==> config.mk <==
export PLATFORM = sky130hd
export DESIGN_NAME = branch_sequencer
export DESIGN_NICKNAME = d
export VERILOG_FILES = /design/src/rtl/branch_sequencer.sv
export SDC_FILE = /design/constraint.sdc
export NUM_CORES = 1
export LEC_CHECK = 0
export CORE_ASPECT_RATIO = 2
export CORE_MARGIN = 10
export CORE_UTILIZATION = 52
export DETAILED_ROUTE_END_ITERATION = 16
export GPL_ROUTABILITY_DRIVEN = 0
export PLACE_DENSITY = 0.86
export SLEW_MARGIN = 20
export SYNTH_ARGS = -nofsm -noshare
export SYNTH_HDL_FRONTEND = slang
export SYNTH_SLANG_ARGS = --single-unit
==> constraint.sdc <==
create_clock -name clk -period 5 [get_ports clk]
set_input_delay 1 -clock clk [delete_from_list [all_inputs] [get_ports clk]]
set_output_delay 1 -clock clk [all_outputs]
set_load 0.02 [all_outputs]
==> src/rtl/branch_sequencer.sv <==
// ----------------------------------------------------------------------------
// branch_sequencer
//
// Sequences one conditional branch at a time through an external combinational
// comparator, then reports whether the branch was taken, the next PC, and
// requests a pipeline flush for FLUSH_CYCLES cycles after a taken branch.
//
// Flow: IDLE -> CMP -> RESOLVE -> (FLUSH x FLUSH_CYCLES) -> IDLE
//
// Handshake: br_valid/br_ready. A request transfers on a rising clk edge
// where br_valid=1 and br_ready=1. br_ready is high only in IDLE. The
// requester holds br_* stable until the transfer, and br_* are ignored in
// every other state.
//
// Ports
//   clk, rst_n        clock, asynchronous active-low reset
//   br_valid/br_ready request handshake
//   br_op             000 never, 001 eq, 010 lt, 011 gt, 100 always,
//                     101-111 illegal
//   br_r0, br_op1     compare operands
//   br_pc, br_offset  branch address and signed 12-bit word offset
//   cmp_r0/op1/ctrl   registered operands and code for the comparator
//   cmp_pcsrc         comparator result, sampled at the end of CMP
//   res_valid         one-cycle strobe in RESOLVE
//   res_taken/target/err  result fields, held until the next RESOLVE
//   flush             high for FLUSH_CYCLES cycles after a taken branch
//   taken_count       saturating count of taken branches
//
// The current state is available as the internal signal state_q.
// ----------------------------------------------------------------------------
module branch_sequencer #(
    parameter int unsigned FLUSH_CYCLES = 2
) (
    input  logic        clk,
    input  logic        rst_n,
    input  logic        br_valid,
    output logic        br_ready,
    input  logic [2:0]  br_op,
    input  logic [15:0] br_r0,
    input  logic [15:0] br_op1,
    input  logic [15:0] br_pc,
    input  logic [11:0] br_offset,
    output logic [15:0] cmp_r0,
    output logic [15:0] cmp_op1,
    output logic [2:0]  cmp_ctrl,
    input  logic        cmp_pcsrc,
    output logic        res_valid,
    output logic        res_taken,
    output logic [15:0] res_target,
    output logic        res_err,
    output logic        flush,
    output logic [7:0]  taken_count
);

    typedef enum logic [1:0] {
        IDLE    = 2'd0,
        CMP     = 2'd1,
        RESOLVE = 2'd2,
        FLUSH   = 2'd3
    } state_t;

    localparam logic [2:0] FLUSH_LAST = 3'(FLUSH_CYCLES - 1);

    state_t      state_q, state_d;
    logic [2:0]  flush_cnt_q, flush_cnt_d;
    logic [15:0] r0_q, r0_d;
    logic [15:0] op1_q, op1_d;
    logic [2:0]  ctrl_q, ctrl_d;
    logic        illegal_q, illegal_d;
    logic [15:0] pc_q, pc_d;
    logic [11:0] off_q, off_d;
    logic        taken_q, taken_d;
    logic [15:0] target_q, target_d;
    logic        err_q, err_d;
    logic [7:0]  count_q, count_d;

    // Byte offset: sign-extend the word offset to 16 bits and shift left by one.
    logic [15:0] off_bytes;
    assign off_bytes = {{3{off_q[11]}}, off_q, 1'b0};

    always_comb begin
        state_d     = state_q;
        flush_cnt_d = flush_cnt_q;
        r0_d        = r0_q;
        op1_d       = op1_q;
        ctrl_d      = ctrl_q;
        illegal_d   = illegal_q;
        pc_d        = pc_q;
        off_d       = off_q;
        taken_d     = taken_q;
        target_d    = target_q;
        err_d       = err_q;
        count_d     = count_q;

        case (state_q)
            IDLE: begin
                if (br_valid) begin
                    state_d   = CMP;
                    r0_d      = br_r0;
                    op1_d     = br_op1;
                    illegal_d = (br_op > 3'd4);
                    // Illegal codes present "never" to the comparator.
                    ctrl_d    = (br_op > 3'd4) ? 3'd0 : br_op;
                    pc_d      = br_pc;
                    off_d     = br_offset;
                end
            end
            CMP: begin
                state_d  = RESOLVE;
                taken_d  = ~illegal_q & cmp_pcsrc;
                err_d    = illegal_q;
                target_d = taken_d ? (pc_q + off_bytes) : (pc_q + 16'd2);
                if (taken_d && (count_q != 8'hFF)) begin
                    count_d = count_q + 8'd1;
                end
            end
            RESOLVE: begin
                if (taken_q) begin
                    state_d     = FLUSH;
                    flush_cnt_d = 3'd0;
                end else begin
                    state_d = IDLE;
                end
            end
            FLUSH: begin
                if (flush_cnt_q == FLUSH_LAST) begin
                    state_d = IDLE;
                end else begin
                    flush_cnt_d = flush_cnt_q + 3'd1;
                end
            end
            default: state_d = IDLE;
        endcase
    end

    always_ff @(posedge clk or negedge rst_n) begin
        if (!rst_n) begin
            state_q     <= IDLE;
            flush_cnt_q <= 3'd0;
            r0_q        <= 16'd0;
            op1_q       <= 16'd0;
            ctrl_q      <= 3'd0;
            illegal_q   <= 1'b0;
            pc_q        <= 16'd0;
            off_q       <= 12'd0;
            taken_q     <= 1'b0;
            target_q    <= 16'd0;
            err_q       <= 1'b0;
            count_q     <= 8'd0;
        end else begin
            state_q     <= state_d;
            flush_cnt_q <= flush_cnt_d;
            r0_q        <= r0_d;
            op1_q       <= op1_d;
            ctrl_q      <= ctrl_d;
            illegal_q   <= illegal_d;
            pc_q        <= pc_d;
            off_q       <= off_d;
            taken_q     <= taken_d;
            target_q    <= target_d;
            err_q       <= err_d;
            count_q     <= count_d;
        end
    end

    assign br_ready    = (state_q == IDLE);
    assign res_valid   = (state_q == RESOLVE);
    assign flush       = (state_q == FLUSH);
    assign cmp_r0      = r0_q;
    assign cmp_op1     = op1_q;
    assign cmp_ctrl    = ctrl_q;
    assign res_taken   = taken_q;
    assign res_target  = target_q;
    assign res_err     = err_q;
    assign taken_count = count_q;

endmodule

==> results.rst <==
.. list-table::
   :header-rows: 1

   * - Metric
     - Value
   * - Status
     - finished, final reports clean
   * - Number of antenna diodes
     - 0
   * - Final ANT Viol Nets
     - 0
   * - Slew @ Worst Pin
     - 1030 ps
   * - Maximum number of buffers from clock root to sink
     - 2
   * - Per-cell via count in the routed design
     - around 5.4
   * - 1st-iter DRT viols
     - 210
   * - Sequential fraction of the synthesis area
     - 0.519
   * - Width of the die
     - 86.4 um
   * - Layout cell share with drive strength beyond 1
     - 0.0485
   * - Standard cell with the maximum stage delay on the critical path
     - sky130_fd_sc_hd__or4_1
   * - Global-route usage over all layers
     - 0.191
   * - Initial core utilization
     - 0.530
   * - Number of nets in the final layout
     - roughly 700
   * - Gate family responsible for the most delay along the worst path
     - simple AND/OR/NAND/NOR gates
   * - CTS tree
     - done
   * - EDFF count, synth
     - 0
   * - Class of the tightest hold or removal check
     - register to register
   * - Avg Inst Size Synth
     - 8.92 um2
   * - Cell with the most instances after synthesis
     - sky130_fd_sc_hd__nand2_1
   * - Cell Rows
     - 48
   * - Period utilization
     - 0.761
   * - Largest family of logic cells by synthesized area
     - simple AND/OR/NAND/NOR gates
   * - Vias
     - 3962
   * - Final critical-path required period
     - 3810 ps
   * - Initial antenna violation count
     - 0
   * - MaxCap Viol Count
     - 0
   * - Total power
     - a little over 0.004 W
   * - Setup Fix Bufs, Post-CTS
     - 0
   * - Sequential standard cell area
     - 2380 um2
   * - Hpwl dp
     - 9.25 mm
   * - Worst path cell trace
     - clkdlybuf4s50_1 > nor2b_2 > nand2b_1 > ha_1 > fa_1 > a21o_1 > a211oi_4 > nor3_2 > or4_1 > a31oi_1
   * - Xor and xnor fraction of the mapped netlist area
     - 0.0229
   * - Worst setup SP type
     - primary input
   * - Final hold viol count
     - 0
   * - Die Y
     - 153 um
   * - Share of flip-flops with an asynchronous set or reset after synthesis
     - 1.00
   * - Synth top cells by count
     - 224 x sky130_fd_sc_hd__nand2_1, 95 x sky130_fd_sc_hd__dfrtp_1, 17 x sky130_fd_sc_hd__ha_1
   * - Worst Reg2Reg Path Length in Cells
     - 9
   * - Die outline area
     - 13200 um2
   * - Largest area contributor in the netlist
     - sky130_fd_sc_hd__dfrtp_1
   * - Power per cell area
     - 646 nW/um2
   * - Clock sinks
     - 95
   * - Data arrival at the endpoint of the critical path
     - 4060 ps
   * - CTS-repair resized insts
     - 0
   * - Routed Wire Length
     - roughly 12 mm
   * - Leading post-synthesis cells by cell area
     - sky130_fd_sc_hd__dfrtp_1 52%, sky130_fd_sc_hd__nand2_1 18%, sky130_fd_sc_hd__ha_1 4.6%, sky130_fd_sc_hd__xnor2_1 1.7%, sky130_fd_sc_hd__and2_1 1.6%
   * - RR Endpoint
     - res_target[15]$_DFFE_PN0P_
   * - Logic depth of the worst setup path including buffers
     - 10
   * - Leak
     - 3.04 nW
   * - Core Footprint
     - 8650 um2
   * - Syn nets
     - roughly 600
   * - Total congestion overflow
     - 0
   * - Max rail drop VDD
     - 0.393 mV
   * - Compound-Gate Fraction of Synth Area
     - 0.0942
   * - Max frequency
     - between 0.2 and 0.3 GHz
   * - Setup Crit Path Kind
     - primary input to register
   * - Boundary Pins
     - 131
   * - Required time reported for the critical path endpoint
     - 5250 ps
   * - Worst path max stage delay
     - 490 ps
   * - Total Negative Setup Slacks
     - 0 ps
   * - Clock skew
     - 4.83 ps
   * - Number of global-route vias before repair
     - 4156
   * - Area growth from synthesis to final layout
     - 36.3%
   * - Clock latency reported for the late side of the worst-skew pair
     - 340 ps
   * - Wire length of the first global-routing pass
     - 20.4 mm
   * - Worst relative slew slack
     - 0.313
   * - Internal reg-to-reg setup slack
     - 1920 ps
   * - Fraction of post-synthesis cell area in the top cell type by area
     - 0.519
   * - Most frequently used flop master after synthesis
     - sky130_fd_sc_hd__dfrtp_1
   * - Number of detailed-route iterations in the first pass
     - 5
   * - Average wire per standard cell
     - 16.8 um
   * - YS warnings
     - 0
   * - Post-synthesis register bit count
     - 95
   * - # hold bufs at CTS
     - 0
   * - Port bufs
     - 130
   * - Number of remaining DRC errors
     - 0
   * - # H-tree levels
     - 3
   * - Bufs and invs on worst path
     - 1
   * - Pin count of the biggest net entering global routing
     - 67
   * - Type of destination of the critical path
     - register
   * - Post-synthesis mux area share
     - 0.00683
   * - Number of buffers added by the clock tree synthesis step
     - 9
   * - Clock edge transition at the registers on the reported setup and hold paths
     - 60 ps
   * - Fill cell total of the finished layout
     - 691
   * - Startpoint of the most critical register-to-register path
     - illegal_q$_DFFE_PN0P_
   * - Setup repair after global routing missed its margin
     - no
   * - Post-Synth Simple-Gate Area
     - 0.279
   * - Adder-cell share of the synthesized area
     - 0.0508
   * - CP Capture Point
     - res_target[15]$_DFFE_PN0P_
   * - Post-synthesis cell type count
     - 61
   * - Biggest fanout along the worst timing path
     - 14
   * - Final max-slew violation count
     - 0
   * - Launching element of the worst setup path
     - cmp_pcsrc
   * - Post-synthesis cell count
     - about 500
   * - Area used by multi-input combinational logic
     - 2090 um2
   * - Area of the mapped netlist
     - roughly 4600 um2
   * - CTS Root Cell
     - sky130_fd_sc_hd__clkbuf_16
   * - Final number of setup-violating endpoints
     - 0
cells in the final DEF, fill, tap and decap left out, drive strengths merged, types with 3 or more instances in the layout:
cell / count
nand4: 5
nor2: 8
clkdlybuf4s50: 129
nand3: 10
nand3b: 3
and3: 6
xor2: 3
inv: 6
o31ai: 3
a21o: 5
nand2b: 4
and2: 14
nand2: 224
dfrtp: 95
ha: 17
clkbuf: 11
o21ai: 19
a21oi: 15
nor3: 4
nor2b: 5
a211oi: 3
xnor2: 9
buf: 3
worst min path at each step:
stage / startpoint / endpoint / slack (ps) / cells past startpoint
3_5_place_dp: off_q[3]$_DFFE_PN0P_ / off_q[3]$_DFFE_PN0P_ / 460 / 2
4_1_cts: res_target[5]$_DFFE_PN0P_ / res_target[5]$_DFFE_PN0P_ / 470 / 2
3_3_place_gp: res_target[5]$_DFFE_PN0P_ / res_target[5]$_DFFE_PN0P_ / 450 / 2
2_1_floorplan: off_q[0]$_DFFE_PN0P_ / off_q[0]$_DFFE_PN0P_ / 440 / 2
6_report: res_target[5]$_DFFE_PN0P_ / res_target[5]$_DFFE_PN0P_ / 470 / 2
5_1_grt: res_target[5]$_DFFE_PN0P_ / res_target[5]$_DFFE_PN0P_ / 490 / 2
report_power, final:
group,switching [W],internal [W]
sequential,0.000228,0.00112
combinational,0.00113,0.000845
clock,0.000270,0.000447
total,0.00162,0.00241
layer usage:
metal	vias up	GRT usage	routed length [um]
met3	22	0.0664	928
met2	126	0.349	6950
li1	1943	-	-
met5	-	0	0
met4	0	0.0721	307
met1	1871	0.185	4200
final cells by class:
type                    count  area share
flip-flops and latches     95       0.381
multi-input cells         391       0.335
repair buffers            132       0.210
clock buffers              11      0.0389
well taps                 100      0.0200
clock inverters             4      0.0112
inverters                   6     0.00361
worst min-delay path, delay by kind of cell, from the launching register on:
family | cells | cell delay [ps]
DFF | 1 | 340
and+or+nand+nor | 2 | 100
through the flow:
stage | setup slack [ps] | hold WS [ps] | utilization | area, um2 | cells
floorplan | 1900 | 437 | - | 4580 | 514
global placement | 1010 | 453 | 0.685 | 5920 | 724
detailed placement | 871 | 456 | 0.685 | 5930 | 724
CTS | 1200 | 471 | 0.722 | 6240 | 739
global route | 1050 | 491 | 0.722 | 6250 | 739
finish | 1190 | 466 | 0.722 | 6250 | 739
flip-flops by register name, indices dropped and copies added, names as in the netlist:
register     count
cmp_r0          16
taken_count      8
state_q          2
res_err          1
cmp_op1         16
pc_q            16
flush_cnt_q      3
off_q           12
illegal_q        1
res_target      16
cmp_ctrl         3
res_taken        1
logic make-up after synthesis:
logic type,Yosys count
and+or+nand+nor,294
DFF,95
AOI/OAI and AO/OA,64
buffers and inverters,28
adders and majority gates,18
xor gates and xnor gates,12
muxes,3
Note: power is estimated with default switching activity, not from simulation.
